--- config.mk ---
export PLATFORM = sky130hd
export DESIGN_NAME = load_store_unit
export DESIGN_NICKNAME = d
export VERILOG_FILES = /design/src/rtl/load_store_unit.sv
export SDC_FILE = /design/constraint.sdc
export NUM_CORES = 1
export LEC_CHECK = 0
export BUFFER_PORTS_ARGS = -buffer_cell sky130_fd_sc_hd__clkbuf_2
export CAP_MARGIN = 0
export CORE_ASPECT_RATIO = 1.75
export CORE_MARGIN = 10
export CORE_UTILIZATION = 40
export DETAILED_ROUTE_END_ITERATION = 6
export SYNTH_ARGS = -nofsm -noshare
export SYNTH_HDL_FRONTEND = slang
export SYNTH_SLANG_ARGS = --single-unit
--- constraint.sdc ---
create_clock -name i_clk -period 3.1 [get_ports i_clk]
set_input_delay 0.62 -clock i_clk [delete_from_list [all_inputs] [get_ports i_clk]]
set_output_delay 0.62 -clock i_clk [all_outputs]
set_load 0.01 [all_outputs]
--- src/rtl/load_store_unit.sv ---
// Memory-access stage: runs a word-wide req/ack data bus and returns aligned, extended load data.
// Optional macro MISALIGNED_SPLIT_EN: word-crossing accesses run as two beats instead of being rejected.
module load_store_unit #(
    parameter int ACK_TIMEOUT = 16
) (
    input  logic        i_clk,
    input  logic        i_reset,
    input  logic        i_memRead,
    input  logic        i_memWrite,
    input  logic [1:0]  i_memSize,
    input  logic        i_loadUnsigned,
    input  logic [31:0] i_addr,
    input  logic [31:0] i_writeData,
    output logic [31:0] o_readData,
    output logic        o_stall,
    output logic        o_misaligned,
    output logic        o_busFault,
    output logic        o_memReq,
    output logic        o_memWe,
    output logic [31:0] o_memAddr,
    output logic [3:0]  o_memByteEn,
    output logic [31:0] o_memWdata,
    input  logic        i_memAck,
    input  logic [31:0] i_memRdata
);

    typedef enum logic [1:0] {IDLE, BEAT0, BEAT1, DONE} state_t;

    localparam int CW = (ACK_TIMEOUT > 1) ? $clog2(ACK_TIMEOUT + 1) : 1;

    state_t        state, state_nxt;
    logic [31:0]   addr_q, wdata_q, rbuf0;
    logic [1:0]    size_q;
    logic          uns_q, we_q;
    logic [CW-1:0] cnt;

    logic          req_any, req_misal, tmo_hit, stall;
    logic [1:0]    sel_off, sel_size;
    logic [31:0]   sel_data;
    logic [7:0]    lane_base, lane_mask;
    logic [63:0]   lane_data, load_buf;
    logic [31:0]   load_sh, load_val;

    assign req_any = i_memRead | i_memWrite;

`ifdef MISALIGNED_SPLIT_EN
    assign req_misal = 1'b0;
`else
    assign req_misal = ((i_memSize == 2'b01) && i_addr[0]) ||
                       (i_memSize[1] && (i_addr[1:0] != 2'b00));
`endif

    assign tmo_hit = (ACK_TIMEOUT != 0) && (cnt == CW'(ACK_TIMEOUT - 1));

    // Lane math is shared: live inputs set up BEAT0, latched fields set up BEAT1.
    assign sel_off  = (state == IDLE) ? i_addr[1:0] : addr_q[1:0];
    assign sel_size = (state == IDLE) ? i_memSize   : size_q;
    assign sel_data = (state == IDLE) ? i_writeData : wdata_q;

    always_comb begin
        case (sel_size)
            2'b00:   lane_base = 8'b0000_0001;
            2'b01:   lane_base = 8'b0000_0011;
            default: lane_base = 8'b0000_1111;
        endcase
    end

    assign lane_mask = lane_base << sel_off;
    assign lane_data = {32'h0, sel_data} << {sel_off, 3'b000};

    always_comb begin
        load_buf = (state == BEAT1) ? {i_memRdata, rbuf0} : {32'h0, i_memRdata};
        load_sh  = 32'(load_buf >> {addr_q[1:0], 3'b000});
        case (size_q)
            2'b00:   load_val = uns_q ? {24'h0, load_sh[7:0]}  : {{24{load_sh[7]}}, load_sh[7:0]};
            2'b01:   load_val = uns_q ? {16'h0, load_sh[15:0]} : {{16{load_sh[15]}}, load_sh[15:0]};
            default: load_val = load_sh;
        endcase
    end

    always_comb begin
        state_nxt = state;
        stall     = 1'b0;
        case (state)
            IDLE: begin
                stall = req_any;
                if (req_any)
                    state_nxt = req_misal ? DONE : BEAT0;
            end
            BEAT0: begin
                stall = 1'b1;
                if (i_memAck)
                    state_nxt = (lane_mask[7:4] != 4'b0000) ? BEAT1 : DONE;
                else if (tmo_hit)
                    state_nxt = DONE;
            end
            BEAT1: begin
                stall = 1'b1;
                if (i_memAck || tmo_hit)
                    state_nxt = DONE;
            end
            DONE: begin
                state_nxt = IDLE;
            end
            default: state_nxt = IDLE;
        endcase
    end

    assign o_stall = stall;

    always_ff @(posedge i_clk) begin
        if (i_reset) begin
            state        <= IDLE;
            addr_q       <= '0;
            wdata_q      <= '0;
            rbuf0        <= '0;
            size_q       <= '0;
            uns_q        <= 1'b0;
            we_q         <= 1'b0;
            cnt          <= '0;
            o_readData   <= '0;
            o_memReq     <= 1'b0;
            o_memWe      <= 1'b0;
            o_memAddr    <= '0;
            o_memByteEn  <= '0;
            o_memWdata   <= '0;
            o_misaligned <= 1'b0;
            o_busFault   <= 1'b0;
        end else begin
            state        <= state_nxt;
            o_misaligned <= 1'b0;
            o_busFault   <= 1'b0;
            case (state)
                IDLE: begin
                    if (req_any) begin
                        addr_q  <= i_addr;
                        size_q  <= i_memSize;
                        wdata_q <= i_writeData;
                        uns_q   <= i_loadUnsigned;
                        we_q    <= i_memWrite;
                        cnt     <= '0;
                        if (req_misal) begin
                            o_misaligned <= 1'b1;
                            if (!i_memWrite)
                                o_readData <= '0;
                        end else begin
                            o_memReq    <= 1'b1;
                            o_memWe     <= i_memWrite;
                            o_memAddr   <= {i_addr[31:2], 2'b00};
                            o_memByteEn <= lane_mask[3:0];
                            o_memWdata  <= lane_data[31:0];
                        end
                    end
                end
                BEAT0, BEAT1: begin
                    if (i_memAck) begin
                        cnt <= '0;
                        if (state_nxt == BEAT1) begin
                            rbuf0       <= i_memRdata;
                            o_memAddr   <= {addr_q[31:2] + 30'd1, 2'b00};
                            o_memByteEn <= lane_mask[7:4];
                            o_memWdata  <= lane_data[63:32];
                        end else begin
                            o_memReq    <= 1'b0;
                            o_memWe     <= 1'b0;
                            o_memByteEn <= '0;
                            if (!we_q)
                                o_readData <= load_val;
                        end
                    end else if (tmo_hit) begin
                        // Abandon the beat; a faulted load reads as zero.
                        o_memReq    <= 1'b0;
                        o_memWe     <= 1'b0;
                        o_memByteEn <= '0;
                        o_busFault  <= 1'b1;
                        if (!we_q)
                            o_readData <= '0;
                    end else begin
                        cnt <= cnt + 1'b1;
                    end
                end
                default: ;
            endcase
        end
    end

endmodule

# Word level (Yosys, flattened, before mapping)
# Cells that the tools add are included.
# Widths: inputs -> output; s select.
dict set report totals {
  ff_bits 211
  in_bits 104
  output_inout_bits 105
  elab_cells 119
}
dict set report op_classes {
  add_sub_neg 2
  eq_ne 18
  n_shift 3
  mux 56
  n_bitwise 4
  n_reduce_logical 20
}
# operator n
set op_table {}
lappend op_table {{$mux 32} 19}
lappend op_table {{$pmux 32 s2} 4}
lappend op_table {{$mux 64} 1}
lappend op_table {{$shl 32x5->64} 1}
lappend op_table {{$shr 64x5->32} 1}
lappend op_table {{$add 30x1->30 const B} 1}
lappend op_table {{$mux 4} 5}
lappend op_table {{$pmux 4 s2} 2}
lappend op_table {{$mux 5} 3}
lappend op_table {{$mux 2} 7}
lappend op_table {{$mux 1} 10}
lappend op_table {{$ne 2x2->1 const B} 5}
lappend op_table {{$pmux 5 s2} 1}
lappend op_table {{$reduce_and 5->1} 2}
lappend op_table {{$eq 2x1->1 const B} 4}
lappend op_table {{$pmux 2 s4} 1}
lappend op_table {{$shl 8x2->8} 1}
lappend op_table {{$reduce_and 7->1} 1}
lappend op_table {{$eq 2x2->1 const B} 3}
lappend op_table {{$logic_not 2->1} 3}
lappend op_table {{$ne 3x3->1 const B} 2}
lappend op_table {{$pmux 1 s2} 3}
lappend op_table {{$reduce_and 3->1} 2}
lappend op_table {{$reduce_or 3->1} 2}
lappend op_table {{13 further kinds} 19}

# Depth between registers and ports, before layout
dict set report logic_depth {
  ltp_word 13
  mapped_depth 11
  depth_no_buf 8
}

# Worst setup path after synthesis
# OpenSTA, ideal clock, no wires.
dict set report synth_timing {
  kind {reg-to-reg}
  from {register cnt[0]}
  to {register o_memWdata[21]}
  setup_time_ns 0.123
  arrival_ns 2.572
  required_ns 2.977
  setup_slack_ns 0.405
  path_stages_with_launch 12
  path_buffers 3
  period_less_slack_ns 2.695
  cell_sequence {dfxtp_1 ha_1 and3_1 ha_1 buf_2 nor3_1 or3_1 a311oi_4 o22a_1 buf_6 buf_6 mux2_1}
}
dict set report synth_via {
  elab_chain_len 7
  word_cells_on_any_way 9
  cone_classes {eq/ne (3); mux (4); reduce/logical (2)}
}
# item line_no
set synth_lines {}
lappend synth_lines {{start, declared} 35} ;# logic [CW-1:0] cnt;
lappend synth_lines {{start signal, assigned} 179} ;# cnt <= cnt + 1'b1;
lappend synth_lines {{$eq 5x4->1 (*)} 53} ;# assign tmo_hit = (ACK_TIMEOUT != 0) && (cnt == CW'(ACK_TIMEOUT - 1));
lappend synth_lines {{via tmo_hit} 37} ;# logic req_any, req_misal, tmo_hit, stall;
lappend synth_lines {{$mux 2 or $logic_or 1x1->1 (tied branches)} {94, 99}}
lappend synth_lines {{$mux 2, on equally long branches} {92, 99}}
lappend synth_lines {{$pmux 2 s4 (*)} 84} ;# case (state)
lappend synth_lines {{$eq 2x2->1 (*)} 158} ;# if (state_nxt == BEAT1) begin
lappend synth_lines {{$ne 2x1->1 (no line) (*)} -}
lappend synth_lines {{$reduce_and 5->1 (no line) (*)} -}
lappend synth_lines {{end signal, assigned} 151} ;# o_memWdata <= lane_data[31:0];
lappend synth_lines {{end signal, assigned} 162} ;# o_memWdata <= lane_data[63:32];
lappend synth_lines {{end, declared} 22} ;# output logic [31:0] o_memWdata,
# The timed path passes the listed nets; every way through them passes the cells marked *.
# A chain may end at the register's enable or synchronous reset.

# Worst setup path in the final report
dict set report layout_timing {
  from {register state[0]}
  to {register o_memAddr[2]}
}
dict set report layout_via {
  elab_chain_len 12
  word_cells_on_any_way 26
  cone_classes {eq/ne (9); shift (1); mux (10); reduce/logical (6)}
}
# item line_no
set layout_lines {}
lappend layout_lines {{start, declared} 31} ;# state_t state, state_nxt;
lappend layout_lines {{start signal, assigned} 130} ;# state <= state_nxt;
lappend layout_lines {{$logic_not 2->1} -}
lappend layout_lines {{$mux 2} 57} ;# assign sel_size = (state == IDLE) ? i_memSize : size_q;
lappend layout_lines {{$eq 2x1->1 or $logic_not 2->1 (tied branches)} 61} ;# case (sel_size)
lappend layout_lines {{$pmux 4 s2} 61}
lappend layout_lines {{$shl 8x2->8} 68} ;# assign lane_mask = lane_base << sel_off;
lappend layout_lines {{$reduce_bool 4->1} 93} ;# state_nxt = (lane_mask[7:4] != 4'b0000) ? BEAT1 : DONE;
lappend layout_lines {{$mux 1} 93}
lappend layout_lines {{$mux 2} 92} ;# if (i_memAck)
lappend layout_lines {{$pmux 2 s4} 84}
lappend layout_lines {{$eq 2x2->1} 158}
lappend layout_lines {{$ne 2x1->1 (no line)} -}
lappend layout_lines {{$reduce_and 5->1 (no line)} -}
lappend layout_lines {{end signal, assigned} 149} ;# o_memAddr <= {i_addr[31:2], 2'b00};
lappend layout_lines {{end signal, assigned} 160} ;# o_memAddr <= {addr_q[31:2] + 30'd1, 2'b00};
lappend layout_lines {{end, declared} 20} ;# output logic [31:0] o_memAddr,
# Parallel ways exist; a longest one is shown, timed or not.

==> results list <==
- Status: complete, no violations
- Setup violations remaining at the end of the flow were counted as 0.
- Buffers added to address setup during post-CTS repair amount to 0.
- Dividing the synthesized area by the synthesized cell count gives 8.483 µm².
* Final std cells w/o fill: 1989
* Worst setup SP type: flop
- Initial DRC count: 659
- For this run, design rule violations remaining after detail routing come to 0.
- Ratio of cells with drive above 1 in the final layout: 22.42%
- Synthesized instance count: 1440
- Total congestion overflow: 0
* Port Buf Inserts: 206
* Final-report max-slew violation count: 0
- Minimum period implied by the final worst setup slack: 2818 ps
* Max Cap Viol: 0
- Worst endpoint required time: 3570 ps
- Clk pin slew, worst setup/hold paths: 60 ps
- Most common flop cell mapped by yosys: dfxtp_1
- Counting flops and latches in the post-synthesis netlist gives 209.
* Post-route fraction of the period consumed by the critical path: 90.91%
- The internal power of the cells totals 7.321 mW.
- Including well taps, the total number of placed cells is 1947.
- Dividing the detail-routed wire length by the instance count gives 20.75 µm.
- Number of warnings printed during yosys synthesis: 0
* Via count: 11520
- Mapped Area: 12220 µm²
- Using the TritonRoute via totals, the vias-per-cell ratio works out to 5.792.
- In this run the vertical extent of the chip is 251.2 µm.
- Die Footprint: 38200 µm²
- Maximum vdd ir drop: 0.0006086 V
- 209 I/O pins were placed.
- Aggregate global-route resource usage: 20.36%
- Number of buffers inserted for hold repair after clock tree synthesis: 0
- Final Skew: 9.973 ps
- Adding up every negative setup slack in the final design gives 0 ps.
- The hold violation total from the final report is 0.
- First-pass GRT wire length: 64450 µm
* Worst slew pin tran: 903.9 ps
* Filler cell count in the final layout: 2958
- Critical Path End Type: flop
- The clock passes through at most 3 buffers.
- Wirelength, routed: 41280 µm
* Post-synthesis cell type count: 85
- The die is 152.1 µm wide.
- For this design the static power due to leakage is 5.709 nW.
- The number of global-route vias before repair was 11290.
- In this run the worst path has a maximum fanout of 11.
- Fraction of post-synthesis cell area in the top cell type by area: 34.25%
- Relative max-transition margin: 39.74%
- The floorplan step defined a core boundary enclosing 30060 µm².
* Post-cts sizing count: 0
- Register area share after synthesis: 34.25%
* Area of the multi-input gates: 7316 µm²
- Proportion of synthesized flip-flops having asynchronous set or reset: 0%
* Post-route cell area: 14340 µm²
- Clock tree synthesis inserted a total of 23 buffers.
- The first detailed-routing pass took 5 iterations.
- In this run the cell area measured after placement is 13550 µm².
- H-tree levels: 1
- Depth of the most critical reg-to-reg path: 7
- The min-delay analysis places its worst path in the category input port to flop.
* Routed Antenna Nets: 0
- Fin util: 47.69%
- Row count: 84
- Clock network latency to the later pin of the worst-skew pair: 530 ps
* Final RePlAce weighted congestion: 0.8720
- Peak clock frequency supported by timing: 0.3548 GHz
- Final total power: 12.36 mW
* Relative contribution of combinational cells to total power: 46.5%
- Synthesis-to-finish area growth: 17.36%
* Start-to-end type of the worst setup path: flop to flop
- Switching power summed over all nets: 5.035 mW
- Part of the power in registers: 30.4%
* Sequential Area: 4185 µm²
* Leading post-synthesis cells by cell area: dfxtp_1 (34%), mux2i_1 (11%), nand2_1 (5.3%), a21oi_1 (5.0%), mux4_2 (4.1%)
* Effective utilization at floorplan: 40.64%
* RSZ-0062 raised after global routing: no
- Power per cell area: 861.9 nW/µm²
- Summed over all nets, the half-perimeter wirelength after detailed placement is 29990 µm.
* Antenna violations before repair: 8
- Root Buffer: clkbuf_16
- Per report_power, the clock group accounts for 23.1% of the total.
- Count of flip-flops with a built-in enable after synthesis: 0
- Fraction of power spent switching nets: 40.75%
- NumNets Final: 1697
* Cell depth of the worst hold path: 3
* Number of sinks driven by the clock tree: 209
- TritonCTS built the clock tree.
- Data on the critical path arrives at its endpoint at 3290 ps.
* Pin count of the biggest net entering global routing: 94
- Post-synthesis cell type with the largest combined area: dfxtp_1
## stage by stage
stage               worst slack, ps  hold slack, ps
floorplan                     404.6           432.9
global placement              335.5           440.7
detailed placement            275.2           445.8
CTS                           265.3           292.3
global route                  102.3           326.4
finish                        281.9           308.3
## worst paths after layout
path                            start                         to  slack [ps]
max               state[0]$_SDFF_PP0_  o_memAddr[2]$_SDFFE_PP0P_         280
max reg2reg       state[0]$_SDFF_PP0_  o_memAddr[2]$_SDFFE_PP0P_         280
min reg2reg  wdata_q[31]$_SDFFE_PP0P_   wdata_q[31]$_SDFFE_PP0P_         450
min                    i_loadUnsigned         uns_q$_SDFFE_PP0P_         310
## power by group through the flow
stage	clock network [mW]	registers, mW	logic (mW)
after floorplan	0	3.86	3.82
after global placement	0	3.78	5.67
after detailed placement	0	3.81	5.75
after CTS	2.92	3.75	5.76
after global routing	3.02	3.83	6.24
final	2.85	3.75	5.75
## state kept, by name, indices dropped and copies added (netlist names)
name,count
size_q,2
o_memReq,1
addr_q,32
o_busFault,1
we_q,1
o_memWdata,32
rbuf0,32
cnt,5
o_memByteEn,4
uns_q,1
wdata_q,32
o_readData,32
o_memAddr,30
o_misaligned,1
o_memWe,1
state,2
## cells in the mapped netlist, types with 5 or more instances
cell type	count
a211o_1	22
a211oi_1	5
a21oi_1	121
a221oi_1	17
a22oi_1	9
a2bb2oi_1	7
a311o_1	16
a31oi_1	16
and2_1	8
buf_1	12
buf_2	28
buf_4	5
clkbuf_1	75
clkbuf_8	5
dfxtp_1	209
ha_1	8
inv_1	38
mux2_1	13
mux2_2	16
mux2i_1	129
mux4_2	22
nand2_1	171
nand2b_1	45
nand3_1	56
nor2_1	89
nor2b_1	38
nor3_1	15
nor4_1	12
nor4b_1	9
o21ai_0	67
o221a_2	5
o22ai_1	7
o31ai_1	16
o32ai_1	22
or3_1	5
or4_1	14
xnor2_1	7
xor2_1	6
## final cells by class
type                       instances  area share [%]
sequential                       209           29.19
inverter                          39           1.021
timing repair buffer             249           9.923
clock inverter                     7          0.6458
tap                              387           3.378
antenna                            1         0.01746
clock buffer                      34           4.791
multi-input combinational       1063           51.03
## per-layer routing
metal	vias to the layer above	GRT usage, %	routed length [µm]
met2	406	36.54	21150
met1	5486	22.67	15930
met5	-	0	77
met4	14	8.639	1494
li1	5526	-	-
met3	89	4.342	2626
## placed cells by master, fill, tap and decap left out, drive strengths merged, types with 4 or more instances in the layout
cell and instances:
o31ai 17, and4 4, or4 15, a211oi 5, nand2b 45, or3 6, a311o 16, inv 40
xor2 6, nor3 15, o221ai 5, a211o 22, mux2 29, mux4 22, a22oi 10, a221oi 17
nor4 13, clkbuf 239, and2 10, nor2 90, dfxtp 209, xnor2 7, and3 5, nor2b 38
clkinv 4, o221a 5, nand4 6, nand2 171, ha 8, o22ai 8, a2bb2oi 7, mux2i 130
o21ai 70, buf 44, nand3 57, nor4b 9, a21oi 122, o32ai 22, a31oi 16
## worst max-delay path, stage by stage, from the launching register on
cell	delay [ps]
dfxtp_1	360
inv_1	160
ha_4	260
mux2_2	440
a2111o_1	440
o221ai_2	400
and3b_1	490
a221o_1	210
## logic make-up after synthesis
kind of cell | synth area share, %
simple gates | 20.14
compound gates | 20.09
flops | 34.25
mux | 17.41
buf+inv | 6.330
xor+xnor | 0.9321
fa+ha+maj | 0.8195
other cells | 0.03070
No activity file was read; power rests on OpenSTA's default activity.
